<file path="config.mk">
export PLATFORM = sky130hd
export DESIGN_NAME = jtsdram_sched_flat
export DESIGN_NICKNAME = d
export VERILOG_FILES = /design/src/rtl/jtsdram_sched_pkg.sv /design/src/rtl/jtsdram_sched_if.sv /design/src/rtl/jtsdram_sched_rr_arb.sv /design/src/rtl/jtsdram_sched.sv /design/src/flat_wrapper.sv
export SDC_FILE = /design/constraint.sdc
export NUM_CORES = 1
export LEC_CHECK = 0
export ABC_CLOCK_PERIOD_IN_PS = 2400
export CAP_MARGIN = 0
export CELL_PAD_IN_SITES_DETAIL_PLACEMENT = 0
export CELL_PAD_IN_SITES_GLOBAL_PLACEMENT = 1
export CORE_MARGIN = 5
export CORE_UTILIZATION = 28
export DETAILED_ROUTE_END_ITERATION = 10
export PLACE_DENSITY_LB_ADDON = 0.1
export SYNTH_ARGS = -nofsm -noshare
export SYNTH_HDL_FRONTEND = slang
export SYNTH_SLANG_ARGS = --single-unit
</file>
<file path="constraint.sdc">
create_clock -name clk -period 2.4 [get_ports clk]
set_input_delay 0.24 -clock clk [delete_from_list [all_inputs] [get_ports clk]]
set_output_delay 0.24 -clock clk [all_outputs]
set_load 0.05 [all_outputs]
</file>
<file path="src/rtl/jtsdram_sched_pkg.sv">
// Shared constants and state encodings for the SDRAM bank-checker scheduler.
package jtsdram_sched_pkg;
  localparam int NBANK = 4;
  localparam int AW    = 22;
  localparam int SAW   = 24;

  typedef enum logic [1:0] {S_IDLE, S_START, S_RUN, S_REPORT} test_st_t;
  typedef enum logic [1:0] {A_IDLE, A_ACK, A_RDY} arb_st_t;
endpackage

</file>
<file path="src/rtl/jtsdram_sched_if.sv">
// Checker-array and SDRAM read-port signals; master = scheduler, slave = environment.
interface jtsdram_sched_if;
  import jtsdram_sched_pkg::*;

  logic                      chk_lvbl;
  logic [NBANK-1:0]          chk_start;
  logic [NBANK-1:0][AW-1:0]  chk_addr;
  logic [NBANK-1:0]          chk_rd;
  logic [NBANK-1:0]          chk_ack;
  logic [NBANK-1:0]          chk_rdy;
  logic [31:0]               chk_data;
  logic [NBANK-1:0]          chk_done;
  logic [NBANK-1:0]          chk_bad;
  logic [SAW-1:0]            sdram_addr;
  logic                      sdram_rd;
  logic                      sdram_ack;
  logic                      sdram_rdy;
  logic [31:0]               sdram_dout;

  modport master (
    output chk_lvbl, chk_start, chk_ack, chk_rdy, chk_data, sdram_addr, sdram_rd,
    input  chk_addr, chk_rd, chk_done, chk_bad, sdram_ack, sdram_rdy, sdram_dout
  );
  modport slave (
    input  chk_lvbl, chk_start, chk_ack, chk_rdy, chk_data, sdram_addr, sdram_rd,
    output chk_addr, chk_rd, chk_done, chk_bad, sdram_ack, sdram_rdy, sdram_dout
  );
endinterface

</file>
<file path="src/rtl/jtsdram_sched_rr_arb.sv">
// Combinational round-robin picker: first request strictly after i_ptr, wrapping to i_ptr last.
module jtsdram_sched_rr_arb
  import jtsdram_sched_pkg::*;
(
  input  logic [NBANK-1:0] i_req,
  input  logic [1:0]       i_ptr,
  output logic             o_gnt_vld,
  output logic [1:0]       o_gnt
);
  // Scan far-to-near so the nearest requester after the pointer wins.
  always_comb begin
    o_gnt_vld = 1'b0;
    o_gnt     = i_ptr;
    for (int i = NBANK; i >= 1; i--) begin
      if (i_req[i_ptr + 2'(i)]) begin
        o_gnt_vld = 1'b1;
        o_gnt     = i_ptr + 2'(i);
      end
    end
  end
endmodule

</file>
<file path="src/rtl/jtsdram_sched.sv">
// Test scheduler: starts four bank checkers, shares the SDRAM read port round-robin,
// and folds done/bad/watchdog into per-run results and a saturating pass counter.
module jtsdram_sched
  import jtsdram_sched_pkg::*;
#(
  parameter int TOUTW = 10,
  parameter int PASSW = 16
) (
  input  logic             clk,
  input  logic             rst_n,
  input  logic             LVBL,
  input  logic             go,
  input  logic             loop,
  jtsdram_sched_if.master  bus,
  output logic             busy,
  output logic [NBANK-1:0] bad_banks,
  output logic             timeout,
  output logic [PASSW-1:0] pass_cnt
);
  localparam logic [TOUTW-1:0] WD_ONES = '1;
  localparam logic [TOUTW-1:0] WD_LAST = WD_ONES - 1'b1;
  localparam logic [PASSW-1:0] PASS_MAX = '1;

  test_st_t       r_st;
  arb_st_t        r_arb;
  logic [1:0]     r_g, r_ptr;
  logic [TOUTW-1:0] r_wd;
  logic           r_start, r_run_bad, r_run_to, r_rd;
  logic [SAW-1:0] r_addr;
  logic           w_gnt_vld, w_wd_fire;
  logic [1:0]     w_gnt;

  jtsdram_sched_rr_arb u_arb (
    .i_req     (bus.chk_rd),
    .i_ptr     (r_ptr),
    .o_gnt_vld (w_gnt_vld),
    .o_gnt     (w_gnt)
  );

  // Fires on the cycle the stall counter would reach all-ones without progress.
  assign w_wd_fire = ((r_arb == A_ACK && !bus.sdram_ack) ||
                      (r_arb == A_RDY && !bus.sdram_rdy)) && (r_wd == WD_LAST);

  assign bus.sdram_rd   = r_rd;
  assign bus.sdram_addr = r_addr;
  assign bus.chk_start  = {NBANK{r_start}};
  assign bus.chk_ack    = (r_arb == A_ACK && bus.sdram_ack) ? (NBANK'(1) << r_g) : '0;
  assign bus.chk_rdy    = (r_arb == A_RDY && bus.sdram_rdy) ? (NBANK'(1) << r_g) : '0;
  assign bus.chk_data   = bus.sdram_dout;
  // Keep checkers awake while a transaction is still in flight during blanking.
  assign bus.chk_lvbl   = rst_n & (LVBL | (r_arb != A_IDLE));

  always_ff @(posedge clk or negedge rst_n) begin
    if (!rst_n) begin
      r_arb  <= A_IDLE;
      r_g    <= '0;
      r_ptr  <= '0;
      r_wd   <= '0;
      r_rd   <= 1'b0;
      r_addr <= '0;
    end else begin
      case (r_arb)
        A_IDLE: if (r_st == S_RUN && LVBL && w_gnt_vld) begin
          r_g    <= w_gnt;
          r_addr <= {w_gnt, bus.chk_addr[w_gnt]};
          r_rd   <= 1'b1;
          r_arb  <= A_ACK;
          r_wd   <= '0;
        end
        A_ACK: begin
          if (bus.sdram_ack) begin
            r_rd  <= 1'b0;
            r_arb <= A_RDY;
            r_wd  <= '0;
          end else if (w_wd_fire) begin
            r_rd  <= 1'b0;
            r_arb <= A_IDLE;
            r_wd  <= '0;
          end else r_wd <= r_wd + 1'b1;
        end
        A_RDY: begin
          if (bus.sdram_rdy) begin
            r_ptr <= r_g;
            r_arb <= A_IDLE;
            r_wd  <= '0;
          end else if (w_wd_fire) begin
            r_arb <= A_IDLE;
            r_wd  <= '0;
          end else r_wd <= r_wd + 1'b1;
        end
        default: r_arb <= A_IDLE;
      endcase
    end
  end

  always_ff @(posedge clk or negedge rst_n) begin
    if (!rst_n) begin
      r_st      <= S_IDLE;
      r_start   <= 1'b0;
      r_run_bad <= 1'b0;
      r_run_to  <= 1'b0;
      busy      <= 1'b0;
      bad_banks <= '0;
      timeout   <= 1'b0;
      pass_cnt  <= '0;
    end else begin
      r_start <= 1'b0;
      case (r_st)
        S_IDLE: if (go) begin
          bad_banks <= '0;
          timeout   <= 1'b0;
          pass_cnt  <= '0;
          busy      <= 1'b1;
          r_start   <= 1'b1;
          r_st      <= S_START;
        end
        S_START: begin
          r_run_bad <= 1'b0;
          r_run_to  <= 1'b0;
          r_st      <= S_RUN;
        end
        S_RUN: begin
          bad_banks <= bad_banks | bus.chk_bad;
          r_run_bad <= r_run_bad | (|bus.chk_bad);
          if (w_wd_fire) begin
            timeout  <= 1'b1;
            r_run_to <= 1'b1;
            r_st     <= S_REPORT;
          end else if (&bus.chk_done) r_st <= S_REPORT;
        end
        S_REPORT: begin
          if (!r_run_bad && !r_run_to && pass_cnt != PASS_MAX) pass_cnt <= pass_cnt + 1'b1;
          if (loop) begin
            r_start <= 1'b1;
            r_st    <= S_START;
          end else begin
            busy <= 1'b0;
            r_st <= S_IDLE;
          end
        end
        default: r_st <= S_IDLE;
      endcase
      // A straggling transaction may still time out after its run ended.
      if (w_wd_fire && r_st != S_RUN && !(r_st == S_IDLE && go)) timeout <= 1'b1;
    end
  end
endmodule

</file>
<file path="src/flat_wrapper.sv">
// flat-port wrapper written by rule: the top's interface ports become plain ports
module jtsdram_sched_flat import jtsdram_sched_pkg::*;
#(
  parameter int TOUTW = 10,
  parameter int PASSW = 16
)
  (clk, rst_n, LVBL, go, loop, busy, bad_banks, timeout, pass_cnt, bus_chk_lvbl, bus_chk_start, bus_chk_ack, bus_chk_rdy, bus_chk_data, bus_sdram_addr, bus_sdram_rd, bus_chk_addr, bus_chk_rd, bus_chk_done, bus_chk_bad, bus_sdram_ack, bus_sdram_rdy, bus_sdram_dout);
  jtsdram_sched_if bus_i ();
  input  logic clk;
  input  logic rst_n;
  input  logic LVBL;
  input  logic go;
  input  logic loop;
  output logic busy;
  output logic [NBANK-1:0] bad_banks;
  output logic timeout;
  output logic [PASSW-1:0] pass_cnt;
  output wire logic [$bits(bus_i.chk_lvbl)-1:0] bus_chk_lvbl;
  output wire logic [$bits(bus_i.chk_start)-1:0] bus_chk_start;
  output wire logic [$bits(bus_i.chk_ack)-1:0] bus_chk_ack;
  output wire logic [$bits(bus_i.chk_rdy)-1:0] bus_chk_rdy;
  output wire logic [$bits(bus_i.chk_data)-1:0] bus_chk_data;
  output wire logic [$bits(bus_i.sdram_addr)-1:0] bus_sdram_addr;
  output wire logic [$bits(bus_i.sdram_rd)-1:0] bus_sdram_rd;
  input wire logic [$bits(bus_i.chk_addr)-1:0] bus_chk_addr;
  input wire logic [$bits(bus_i.chk_rd)-1:0] bus_chk_rd;
  input wire logic [$bits(bus_i.chk_done)-1:0] bus_chk_done;
  input wire logic [$bits(bus_i.chk_bad)-1:0] bus_chk_bad;
  input wire logic [$bits(bus_i.sdram_ack)-1:0] bus_sdram_ack;
  input wire logic [$bits(bus_i.sdram_rdy)-1:0] bus_sdram_rdy;
  input wire logic [$bits(bus_i.sdram_dout)-1:0] bus_sdram_dout;
  assign bus_chk_lvbl = bus_i.chk_lvbl;
  assign bus_chk_start = bus_i.chk_start;
  assign bus_chk_ack = bus_i.chk_ack;
  assign bus_chk_rdy = bus_i.chk_rdy;
  assign bus_chk_data = bus_i.chk_data;
  assign bus_sdram_addr = bus_i.sdram_addr;
  assign bus_sdram_rd = bus_i.sdram_rd;
  assign bus_i.chk_addr = bus_chk_addr;
  assign bus_i.chk_rd = bus_chk_rd;
  assign bus_i.chk_done = bus_chk_done;
  assign bus_i.chk_bad = bus_chk_bad;
  assign bus_i.sdram_ack = bus_sdram_ack;
  assign bus_i.sdram_rdy = bus_sdram_rdy;
  assign bus_i.sdram_dout = bus_sdram_dout;
  jtsdram_sched #(.TOUTW(TOUTW), .PASSW(PASSW)) u_core (.clk(clk), .rst_n(rst_n), .LVBL(LVBL), .go(go), .loop(loop), .bus(bus_i), .busy(busy), .bad_banks(bad_banks), .timeout(timeout), .pass_cnt(pass_cnt));
endmodule
</file>
==> impl_summary.txt <==
----------------------------------------------------
[Outcome]
  Result of the run ... complete, no violations

[Min path]
  Min-Delay Path Class ... primary input to asynchronous set/reset pin

[CTS]
  Number of gates resized after cts ... 0
  Maximum number of buffers from clock root to sink ... 2
  Number of post-CTS setup repair buffers ... 0
  Number of clock sinks seen by CTS ... 66
  Number of buffers created by CTS ... 9
  Root buffer selected by CTS ... clkbuf_16
  TritonCTS clock tree ... built
  Post-cts hold buffer count ... 0
  Clock latency on the worst-skew pair ... roughly 0.33 ns
  CTS HTree Levels ... 3
  Clock transition at the register clock pins on the worst setup and hold paths after CTS ... 0.05 ns

[Timing]
  Max-slew violation count ... 0
  Max frequency ... 460 MHz
  Final hold violation count ... 0
  Final worst clock skew ... 0.00391 ns
  Setup repair after global routing missed its margin ... false
  Final critical-path share of the clock period ... around nine tenths
  Pin slew with the least headroom to its limit ... slightly below 0.9 ns
  Final setup violating endpoints ... 0
  Final critical-path required period ... about 2.2 ns
  Setup tns final ... 0 ns
  Remaining max-slew budget at the tightest pin ... 40.3%

[Power]
  Clk pwr share ... a little under a fifth
  Logic gate share of total power ... 55.7%
  Power Density ... ~1100 mW/mm²
  Final total power ... about 6900 µW
  Internal power ... about 3700 µW
  Sequential fraction of design power ... around a quarter
  Worst supply voltage drop on vdd ... between 0.4 and 0.5 mV
  Switch share ... a little under half
  Net switching power ... about 3200 µW
  Static Leakage ... approximately 0.0026 µW

[Place]
  PortBufs ... 166
  Hpwl dp ... 10.7 mm
  Routability Congestion ... about 0.8

[Critical path]
  List of cells traversed by the critical path ... inv_1, ha_1, inv_1, or3_1, buf_4, a21oi_2, nand2_1, o41ai_1
  Internal reg-to-reg setup slack ... about 0.23 ns
  Slowest library cell on the worst path ... dfrtp_1
  Worst setup path startpoint ... u_core.r_st[0]$_DFFE_PN0P_
  Largest stage delay, worst path ... 0.41 ns
  Worst endpoint required time ... between 2 and 3 ns
  Cell with the most instances on the worst path ... inv_1
  End point of the critical path ... u_core.r_wd[6]$_DFFE_PN0P_
  Maximum net fanout on the critical path ... 7
  Category of the most critical setup path ... flip-flop to flip-flop
  RR Startpoint ... u_core.r_st[0]$_DFFE_PN0P_
  Critical path endpoint category ... flip-flop
  Kind of launch point of the worst setup path ... flip-flop
  Worst-case reg-to-reg path depth ... 8
  Endpoint of the lowest-slack register-to-register path ... u_core.r_wd[6]$_DFFE_PN0P_
  Data arrival, critical path ... between 2 and 2.5 ns

[Floorplanning]
  Height of the chip ... around 130 µm
  Floorplan Core Area ... roughly 0.015 mm²
  Horiz. Die Dim ... approximately 130 µm
  I/O pin total ... about 230
  Number of rows created at floorplan ... 45
  Initial Util ... 28.6%
  Die area ... 0.0182 mm²

[Global route]
  Wire length of the first global-routing pass ... between 20 and 25 mm
  Antenna violations before repair ... 0
  Largest net degree at the start of global routing ... 67
  All-layer global routing usage ... between 10% and 20%
  Number of global-route vias before repair ... between 4,000 and 5,000
  Total congestion overflow after global routing ... 0

[Detailed routing]
  Count of antenna-violating nets left after detailed routing ... 0
  DRC viols ... 0
  TritonRoute pass-1 iters ... 4
  First-iteration detailed-routing DRC count ... 118
  Total number of vias ... ~4,100
  Wirelength, routed ... between 10 and 15 mm
  Average via count per standard cell ... between 4 and 5
  Wire length per cell ... about 16 µm

[Cells and area]
  Number of inserted diodes ... 0
  Layout net count ... 774
  Commonest non-fill, non-tap cell in the layout ... clkdlybuf4s50_1
  Proportion of layout cells with a drive suffix above 1 ... roughly 10%
  Leading cell types in the layout, fill and taps excluded ... clkdlybuf4s50_1, dfrtp_1, nor2_1
  Filler cells ... 1,557
  Layout Area Growth over Synthesis ... 46.0%

[Synth]
  Average size of a mapped cell ... 8.98 µm²
  Number of storage elements in the synthesis netlist ... 66
  Sequential fraction of the synthesis area ... a little under two fifths
  Proportion of register bits with asynchronous set or reset after synthesis ... 100%
  Synth unique cells ... 53
  Dominant register cell in the synthesized netlist ... dfrtp_1
  Synthesized net count ... about 640
  Synthesized cell area ... around 0.0044 mm²
  EDFF count, synth ... 0
  Synthesis warning total ... 0
  Cells after synthesis ... 486

[Run]
  Max-cap check violation count ... 0

----------------------------------------------------
[routing by layer]
metal	vias up	global-route usage, %	share of wire (%)
li1	2008	-	-
met1	1954	18.4	42
met2	139	25.0	47
met3	15	6.30	9.1
met4	0	6.17	2.0
met5	-	0	0
[Yosys cell counts, types with 3 or more instances]
cell type	count	share of area (%)
clkbuf_1	10	0.86
buf_2	6	0.69
a221oi_1	22	4.4
buf_4	39	6.7
nand2_1	29	2.5
nand3_1	21	2.4
o31ai_1	4	0.69
a21o_1	5	0.86
nor2_1	49	4.2
xor2_1	3	0.60
nor4_1	3	0.43
a21oi_1	24	2.8
dfrtp_1	66	38
a21oi_2	3	0.60
o21ai_0	25	2.9
inv_1	11	0.95
mux2i_1	23	5.3
ha_1	12	3.4
and3_1	3	0.43
xnor2_1	3	0.60
or3_1	7	1.0
nor3_1	9	1.0
o21ai_1	6	0.69
a211oi_1	27	4.6
a22o_1	3	0.60
and2_1	23	3.3
nand2b_1	10	1.4
or2_2	4	0.57
[power by group through the flow]
stage          clock, µW  sequential, µW  combinational (µW)
2_1_floorplan          0            2640                1800
3_3_place_gp           0            1750                3920
3_5_place_dp           0            1770                3910
4_1_cts             1360            1760                3910
5_1_grt             1420            1810                4140
6_report            1320            1750                3850
[how the worst min path moves through the flow]
| stage | endpoint | slack [ns] |
|---|---|---|
| after global placement | u_core.r_wd[9]$_DFFE_PN0P_ | 0.47 |
| after global routing | u_core.pass_cnt[6]$_DFFE_PN0P_ | 0.26 |
| after detailed placement | u_core.r_wd[9]$_DFFE_PN0P_ | 0.47 |
| after floorplan | u_core.bad_banks[0]$_DFFE_PN0P_ | -0.06 |
| final | u_core.pass_cnt[5]$_DFFE_PN0P_ | 0.17 |
| after CTS | u_core.pass_cnt[5]$_DFFE_PN0P_ | 0.22 |
[kinds of logic (layout without fill, tap and decap cells)]
group,count (synthesis),count (layout),share of synthesized area (%)
XOR/XNOR,6,6,1.20
buffers and inverters,69,211,9.66
multiplexers,25,25,5.79
flip-flops,66,66,37.9
AND/OR/NAND/NOR,173,173,20.0
AO/OA/AOI/OAI,135,135,22.1
adder cells (fa/ha/maj),12,12,3.44
[area by class of cell]
class | instances | area (µm²) | area share (%)
clock inverters | 1 | 5.00 | 0.0786
well taps | 211 | 264 | 4.14
repair buffers | 184 | 1820 | 28.6
clock buffers | 15 | 298 | 4.67
flip-flops and latches | 66 | 1650 | 25.9
multi-input cells | 351 | 2290 | 35.9
inverters | 11 | 41.3 | 0.648
[flip-flops by register name, summed over array words and instances (netlist names)]
signal / count
u_core.r_st: 2
u_core.timeout: 1
u_core.r_run_bad: 1
u_core.bus.sdram_addr: 24
u_core.r_run_to: 1
u_core.r_arb: 2
u_core.bus.sdram_rd: 1
u_core.busy: 1
u_core.bad_banks: 4
u_core.r_wd: 10
u_core.r_start: 1
u_core.r_ptr: 2
u_core.pass_cnt: 16
[critical path: cells and delay by family (launching register included)]
family / cells / cell delay [ns]
and+or+nand+nor: 2 / 0.57
buffers and inverters: 3 / 0.41
DFF: 1 / 0.41
AOI/OAI and AO/OA: 2 / 0.46
adders and majority gates: 1 / 0.21
[per-stage QoR]
| step | util [%] | instance area [µm²] | hold slack [ns] | setup slack, ns | instances |
|---|---|---|---|---|---|
| 2_1_floorplan | - | 4360 | -0.0556 | 0.255 | 486 |
| 3_3_place_gp | 39.8 | 6070 | 0.466 | 0.149 | 823 |
| 3_5_place_dp | 39.8 | 6070 | 0.468 | 0.111 | 823 |
| 4_1_cts | 41.8 | 6370 | 0.217 | 0.199 | 839 |
| 5_1_grt | 41.8 | 6370 | 0.264 | 0.0333 | 839 |
| 6_report | 41.8 | 6370 | 0.173 | 0.228 | 839 |
Power figures use the tool's default switching activity.
